==> src/rtl/apb_pkg.sv <==
// -----------------------------------------------------------------------------
// apb_pkg
//   Shared types and helpers for the APB master bridge.
//   - apb_state_e  : bridge FSM states (IDLE, SETUP, ACCESS, DONE)
//   - DEF_*        : default peripheral window (base address, region size)
//   - slave_decode : maps a byte address onto {hit, slave index}
// -----------------------------------------------------------------------------
package apb_pkg;

   // Widest address the decode helper works on; narrower buses zero-extend.
   localparam int MAX_ADDR_W = 64;
   // Index width wide enough for the largest supported slave count (16).
   localparam int SLV_IDX_W  = 4;

   localparam logic [31:0] DEF_BASE_ADDR  = 32'h1000_0000;
   localparam int          DEF_SLV_SHIFT  = 12;
   localparam int          DEF_NUM_SLAVES = 4;

   typedef enum logic [1:0] {
      IDLE   = 2'd0,
      SETUP  = 2'd1,
      ACCESS = 2'd2,
      DONE   = 2'd3
   } apb_state_e;

   typedef struct packed {
      logic                 hit;
      logic [SLV_IDX_W-1:0] idx;
   } decode_t;

   // A miss is either below the window or past the last populated region.
   function automatic decode_t slave_decode(
      input logic [MAX_ADDR_W-1:0] addr,
      input logic [MAX_ADDR_W-1:0] base  = MAX_ADDR_W'(DEF_BASE_ADDR),
      input int unsigned           shift = DEF_SLV_SHIFT,
      input int unsigned           num   = DEF_NUM_SLAVES
   );
      logic [MAX_ADDR_W-1:0] region;
      decode_t               d;
      region = (addr - base) >> shift;
      d.hit  = (addr >= base) && (region < MAX_ADDR_W'(num));
      d.idx  = region[SLV_IDX_W-1:0];
      return d;
   endfunction

endpackage

==> src/rtl/apb_addr_decoder.sv <==
// -----------------------------------------------------------------------------
// apb_addr_decoder
//   Combinational slave decode for the APB master bridge.
//   Ports:
//     addr   in  ADDR_W      byte address from the core
//     hit    out 1           address falls inside a populated slave region
//     idx    out IDX_W       slave index (meaningful only when hit)
//     onehot out NUM_SLAVES  one-hot select, all zero on a miss
// -----------------------------------------------------------------------------
module apb_addr_decoder
   import apb_pkg::*;
#(
   parameter int                ADDR_W     = 32,
   parameter int                NUM_SLAVES = 4,
   parameter logic [ADDR_W-1:0] BASE_ADDR  = ADDR_W'(DEF_BASE_ADDR),
   parameter int                SLV_SHIFT  = DEF_SLV_SHIFT,
   parameter int                IDX_W      = 2
)(
   input  logic [ADDR_W-1:0]     addr,
   output logic                  hit,
   output logic [IDX_W-1:0]      idx,
   output logic [NUM_SLAVES-1:0] onehot
);

   decode_t dec;

   // NOTE: every output is assigned on every path (onehot cleared first), so no latch is inferred.
   always_comb begin
      dec    = slave_decode(MAX_ADDR_W'(addr), MAX_ADDR_W'(BASE_ADDR),
                            unsigned'(SLV_SHIFT), unsigned'(NUM_SLAVES));
      hit    = dec.hit;
      idx    = dec.idx[IDX_W-1:0];
      onehot = '0;
      for (int i = 0; i < NUM_SLAVES; i++) begin
         onehot[i] = dec.hit && (dec.idx == SLV_IDX_W'(i));
      end
   end

endmodule

==> src/rtl/apb_master_bridge.sv <==
// -----------------------------------------------------------------------------
// apb_master_bridge
//   CPU data-bus to APB master bridge. A held busReq is turned into an APB
//   SETUP/ACCESS transfer to one of NUM_SLAVES peripherals; busReady pulses for
//   one cycle when the slave completes (or at once on a decode miss, with
//   busErr set).
//
//   Build option: define APB_TIMEOUT_EN to abandon an ACCESS phase after
//   TIMEOUT_CYC wait cycles (completes with busErr=1, busRData=0). Without it
//   ACCESS waits for PREADY indefinitely.
//
//   Ports:
//     clk, reset          system clock, synchronous active-high reset
//     busReq/busWe        request level (held until busReady), 1=write
//     busAddr/busWData    byte address, write data
//     busStrb             write byte enables
//     busRData/busErr     read data and error, valid with busReady
//     busReady            one-cycle completion pulse
//     PADDR..PENABLE      APB request outputs (PADDR is the region offset)
//     PRDATA/PREADY/PSLVERR  per-slave APB responses, slave i at slice i
// -----------------------------------------------------------------------------
module apb_master_bridge
   import apb_pkg::*;
#(
   parameter int                ADDR_W      = 32,
   parameter int                DATA_W      = 32,
   parameter int                NUM_SLAVES  = 4,
   parameter logic [ADDR_W-1:0] BASE_ADDR   = ADDR_W'(DEF_BASE_ADDR),
   parameter int                SLV_SHIFT   = DEF_SLV_SHIFT,
   parameter int                TIMEOUT_CYC = 255
)(
   input  logic                         clk,
   input  logic                         reset,
   input  logic                         busReq,
   input  logic                         busWe,
   input  logic [ADDR_W-1:0]            busAddr,
   input  logic [DATA_W-1:0]            busWData,
   input  logic [DATA_W/8-1:0]          busStrb,
   output logic [DATA_W-1:0]            busRData,
   output logic                         busReady,
   output logic                         busErr,
   output logic [ADDR_W-1:0]            PADDR,
   output logic                         PWRITE,
   output logic [DATA_W-1:0]            PWDATA,
   output logic [DATA_W/8-1:0]          PSTRB,
   output logic [NUM_SLAVES-1:0]        PSEL,
   output logic                         PENABLE,
   input  logic [NUM_SLAVES*DATA_W-1:0] PRDATA,
   input  logic [NUM_SLAVES-1:0]        PREADY,
   input  logic [NUM_SLAVES-1:0]        PSLVERR
);

   localparam int IDX_W = (NUM_SLAVES > 1) ? $clog2(NUM_SLAVES) : 1;

`ifdef APB_TIMEOUT_EN
   localparam int CNT_W = ($clog2(TIMEOUT_CYC + 1) < 8) ? 8 : $clog2(TIMEOUT_CYC + 1);
   logic [CNT_W-1:0] wait_cnt;
`else
   localparam int unused_timeout_cyc = TIMEOUT_CYC;
`endif

   apb_state_e              state;
   logic [IDX_W-1:0]        idx_q;

   logic                    dec_hit;
   logic [IDX_W-1:0]        dec_idx;
   logic [NUM_SLAVES-1:0]   dec_onehot;

   logic [ADDR_W-1:0]       paddr_off;
   logic                    ready_sel;
   logic                    slverr_sel;
   logic [DATA_W-1:0]       rdata_sel;

   apb_addr_decoder #(
      .ADDR_W     (ADDR_W),
      .NUM_SLAVES (NUM_SLAVES),
      .BASE_ADDR  (BASE_ADDR),
      .SLV_SHIFT  (SLV_SHIFT),
      .IDX_W      (IDX_W)
   ) u_dec (
      .addr   (busAddr),
      .hit    (dec_hit),
      .idx    (dec_idx),
      .onehot (dec_onehot)
   );

   // PSEL holds the latched one-hot select, so masking with it picks out the
   // active slave's handshake and ignores every other slave.
   always_comb begin
      paddr_off                    = busAddr;
      paddr_off[ADDR_W-1:SLV_SHIFT] = '0;
      ready_sel                    = |(PREADY & PSEL);
      slverr_sel                   = |(PSLVERR & PSEL);
      rdata_sel                    = PRDATA[DATA_W*int'(idx_q) +: DATA_W];
   end

   // NOTE: state and registered outputs use non-blocking assignments so every branch sees pre-edge values.
   always_ff @(posedge clk) begin
      if (reset) begin
         // NOTE: the latched request fields are reset too, because they drive PADDR/PWDATA/PSTRB directly.
         state    <= IDLE;
         idx_q    <= '0;
         PADDR    <= '0;
         PWRITE   <= 1'b0;
         PWDATA   <= '0;
         PSTRB    <= '0;
         PSEL     <= '0;
         PENABLE  <= 1'b0;
         busReady <= 1'b0;
         busErr   <= 1'b0;
         busRData <= '0;
`ifdef APB_TIMEOUT_EN
         wait_cnt <= '0;
`endif
      end else begin
         case (state)
            IDLE: begin
               if (busReq) begin
                  if (dec_hit) begin
                     PADDR  <= paddr_off;
                     PWRITE <= busWe;
                     PWDATA <= busWData;
                     PSTRB  <= busWe ? busStrb : '0;
                     PSEL   <= dec_onehot;
                     idx_q  <= dec_idx;
                     state  <= SETUP;
                  end else begin
                     // Decode miss: answer straight away, no APB activity.
                     busReady <= 1'b1;
                     busErr   <= 1'b1;
                     busRData <= '0;
                     state    <= DONE;
                  end
               end
            end

            SETUP: begin
               PENABLE <= 1'b1;
`ifdef APB_TIMEOUT_EN
               wait_cnt <= '0;
`endif
               state   <= ACCESS;
            end

            ACCESS: begin
               if (ready_sel) begin
                  PSEL     <= '0;
                  PENABLE  <= 1'b0;
                  busReady <= 1'b1;
                  busErr   <= slverr_sel;
                  busRData <= PWRITE ? '0 : rdata_sel;
                  state    <= DONE;
               end
`ifdef APB_TIMEOUT_EN
               // This cycle is the TIMEOUT_CYC-th one without PREADY.
               else if (wait_cnt == CNT_W'(TIMEOUT_CYC - 1)) begin
                  PSEL     <= '0;
                  PENABLE  <= 1'b0;
                  busReady <= 1'b1;
                  busErr   <= 1'b1;
                  busRData <= '0;
                  state    <= DONE;
               end else begin
                  wait_cnt <= wait_cnt + CNT_W'(1);
               end
`endif
            end

            DONE: begin
               busReady <= 1'b0;
               busErr   <= 1'b0;
               busRData <= '0;
               state    <= IDLE;
            end

            default: state <= IDLE;
         endcase
      end
   end

endmodule

==> config.mk <==
export PLATFORM = sky130hd
export DESIGN_NAME = apb_master_bridge
export DESIGN_NICKNAME = d
export VERILOG_FILES = /design/src/rtl/apb_pkg.sv /design/src/rtl/apb_addr_decoder.sv /design/src/rtl/apb_master_bridge.sv
export SDC_FILE = /design/constraint.sdc
export NUM_CORES = 1
export LEC_CHECK = 0
export ABC_AREA = 1
export CORE_AREA = 2 2 124 126
export CTS_CLUSTER_SIZE = 25
export DETAILED_ROUTE_END_ITERATION = 12
export DIE_AREA = 0 0 126 128
export GPL_TIMING_DRIVEN = 0
export PLACE_DENSITY = 0.76
export SYNTH_ARGS = -nofsm -noshare
export SYNTH_HDL_FRONTEND = slang
export SYNTH_SLANG_ARGS = --single-unit
==> constraint.sdc <==
create_clock -name clk -period 3.35 [get_ports clk]
set_input_delay 0.8375 -clock clk [delete_from_list [all_inputs] [get_ports clk]]
set_output_delay 0.8375 -clock clk [all_outputs]
set_load 0.01 [all_outputs]
==> impl_metrics.yaml <==
outcome:
  status: "completed"
grt:
  grt_max_degree: 16
  grt_pass1_vias: 5952
  grt_pass1_wl_um: 31300
  global_route.usage.total: 0.246
  grt.overflow.total: 0
  antenna_found_initial: 0
timing:
  fmax_ghz: 0.397
  setup_viol: 0
  rsz0062_at_grt: "no"
  fin_crit_ns: 2.52
  relSlewSlack: 0.548
  slew_viol_final: 0
  fin_skew_ns: 0.00752
  tns_ns: 0
  tightest_slew_ns: 0.678
  period_share: 0.752
  hold_viol: 0
  holdWs_ns: 0.473
  setup_ws_ns: 0.829
clock_tree:
  postCtsSetupBuffers: 0
  cts_max_path_buffers: 2
  clock_latency_ns: 0.34
  cts_tree: "built"
  path_clk_slew_ns: 0.06
  cts-root-buf: "clkbuf_16"
  numCtsBuffers: 9
  cts_resized: 0
  clkSinkCount: 92
  ctsHoldBuffers: 0
  htreeDepth: 3
place:
  placedInstanceArea_um2: 8400
  port_buffers: 295
  gp_congestion: 0.872
  hpwl_um: 16300
  dp_slack_ns: 0.431
power:
  total_power_w: 0.00427
  p_leak_nw: 3.63
  p_per_area_nw_per_um2: 488
  ir_worst_vdd_mv: 0.254
cells_and_area:
  layout_common_cells: "295 x clkdlybuf4s50_1, 152 x nor2_1, 106 x nand2_1, 92 x dfxtp_1, 65 x o21ai_0"
  drive_above_1_share: 0.113
  design_area_um2: 8730
  area.growth.synth_to_final_pct: 69.7
  regArea_um2: 1840
  diodes: 0
  multi_input_area_um2: 2870
  layout_commonest_cell: "clkdlybuf4s50_1"
  nets: 1301
  num-fill-cells: 1410
floorplanning:
  dieArea_um2: 16100
  die_h_um: 128
  initial_core_util: 0.346
  fp.dieW_um: 126
  coreArea_um2: 14900
  placementRows: 45
  pin_count: 316
critical_path:
  cpPeakStageDelay_ns: 0.54
  worstSetupPathType: "input pin to register"
  rr_worst_depth: 9
  path_max_fanout: 10
  start_kind: "input pin"
  critical_path_buf_inv_count: 4
  crit_required_ns: 3.63
  cp-end-kind: "register"
  arrival_ns: 2.80
  crit_cells: 6
  crit_chain: "clkdlybuf4s50_1, inv_1, clkbuf_1, buf_1, o21ai_0, nor2_1"
  cpLargestDelayFamily: "buffers and inverters"
  slowest_stage: "clkdlybuf4s50_1"
routing:
  drc_errors: 0
  drt_iter0_markers: 289
  first_pass_iters: 5
  ant_nets: 0
  dr_total_vias: 6169
  vias_per_cell: 4.82
  routed_wirelength_um: 20600
  wl_per_cell_um: 16.0
run:
  cap_violations: 0
min_path:
  hold_class: "register to register"
  hold_depth: 2
synthesis:
  syn_area_um2: 5140
  ys_ff_latch: 92
  seq_area_frac_synth: 0.358
  syn_area_per_cell_um2: 6.74
  ys_warn_count: 0
  yosysUniqueCellTypes: 30
  synthCells: 763
[routing by layer]
layer / global-route usage / part of all wire / vias up
met5: 0 / 0 / -
met4: 0.0776 / 0.023 / 0
met3: 0.0818 / 0.095 / 25
met2: 0.444 / 0.49 / 261
met1: 0.273 / 0.39 / 2764
li1: - / - / 3119
[area by class of cell]
class | instances | area share
clock buffer | 11 | 0.0278
multi-input combinational | 594 | 0.329
inverter | 19 | 0.00817
timing repair buffer | 295 | 0.338
buffer | 77 | 0.0492
sequential | 92 | 0.211
tap | 188 | 0.0269
clock inverter | 5 | 0.00960
[cell usage after synthesis, drive strengths merged]
| cell | count | area share |
|---|---|---|
| inv | 18 | 0.013 |
| o211ai | 32 | 0.047 |
| clkbuf | 28 | 0.021 |
| nand2 | 106 | 0.077 |
| and2 | 1 | 0.0012 |
| ha | 5 | 0.012 |
| or2 | 64 | 0.078 |
| nand3 | 45 | 0.045 |
| clkinv | 1 | 0.00073 |
| dfxtp | 92 | 0.36 |
| o21ai | 113 | 0.11 |
| conb | 1 | 0.00073 |
| nor2 | 158 | 0.12 |
| a31oi | 1 | 0.0012 |
| nand4 | 4 | 0.0078 |
| buf | 49 | 0.063 |
| a21oi | 45 | 0.045 |
[sequential cells by signal (all words and copies together) (netlist names)]
register,flops
PSEL,4
busErr,1
state,2
busRData,32
PWRITE,1
PADDR,12
idx_q,2
busReady,1
PENABLE,1
PSTRB,4
PWDATA,32
[through the flow]
stage          instances  utilization
2_1_floorplan        782            -
3_3_place_gp        1265        0.565
3_5_place_dp        1265        0.565
4_1_cts             1281        0.587
5_1_grt             1281        0.587
6_report            1281        0.587
[power by group]
part	internal (W)	switching [W]	total, W
combinational	0.000885	0.000910	0.00179
sequential	0.00125	0.0000959	0.00135
clock	0.000678	0.000443	0.00112
total	0.00282	0.00145	0.00427
[path summary, 6_finish.rpt]
kind         slack [ns]                        end                  start
max                0.83    PWDATA[20]$_SDFFE_PP0P_                  reset
min                0.47      PSTRB[0]$_SDFFE_PP0P_  PSTRB[0]$_SDFFE_PP0P_
max reg2reg        1.21  busRData[21]$_SDFFE_PP0P_  idx_q[0]$_SDFFE_PP0P_
min reg2reg        0.47      PSTRB[0]$_SDFFE_PP0P_  PSTRB[0]$_SDFFE_PP0P_
[cell families after synthesis]
family	synth area share
compound gates	0.204
other cells	0.000729
fa+ha+maj	0.0122
simple gates	0.328
buf+inv	0.0973
flops	0.358
[tightest hold or removal path, stage by stage, from the launching register on]
cell     delay, ns
dfxtp_1       0.31
nand2_1       0.06
a21oi_1       0.06
(Power assumes the default switching activity.)
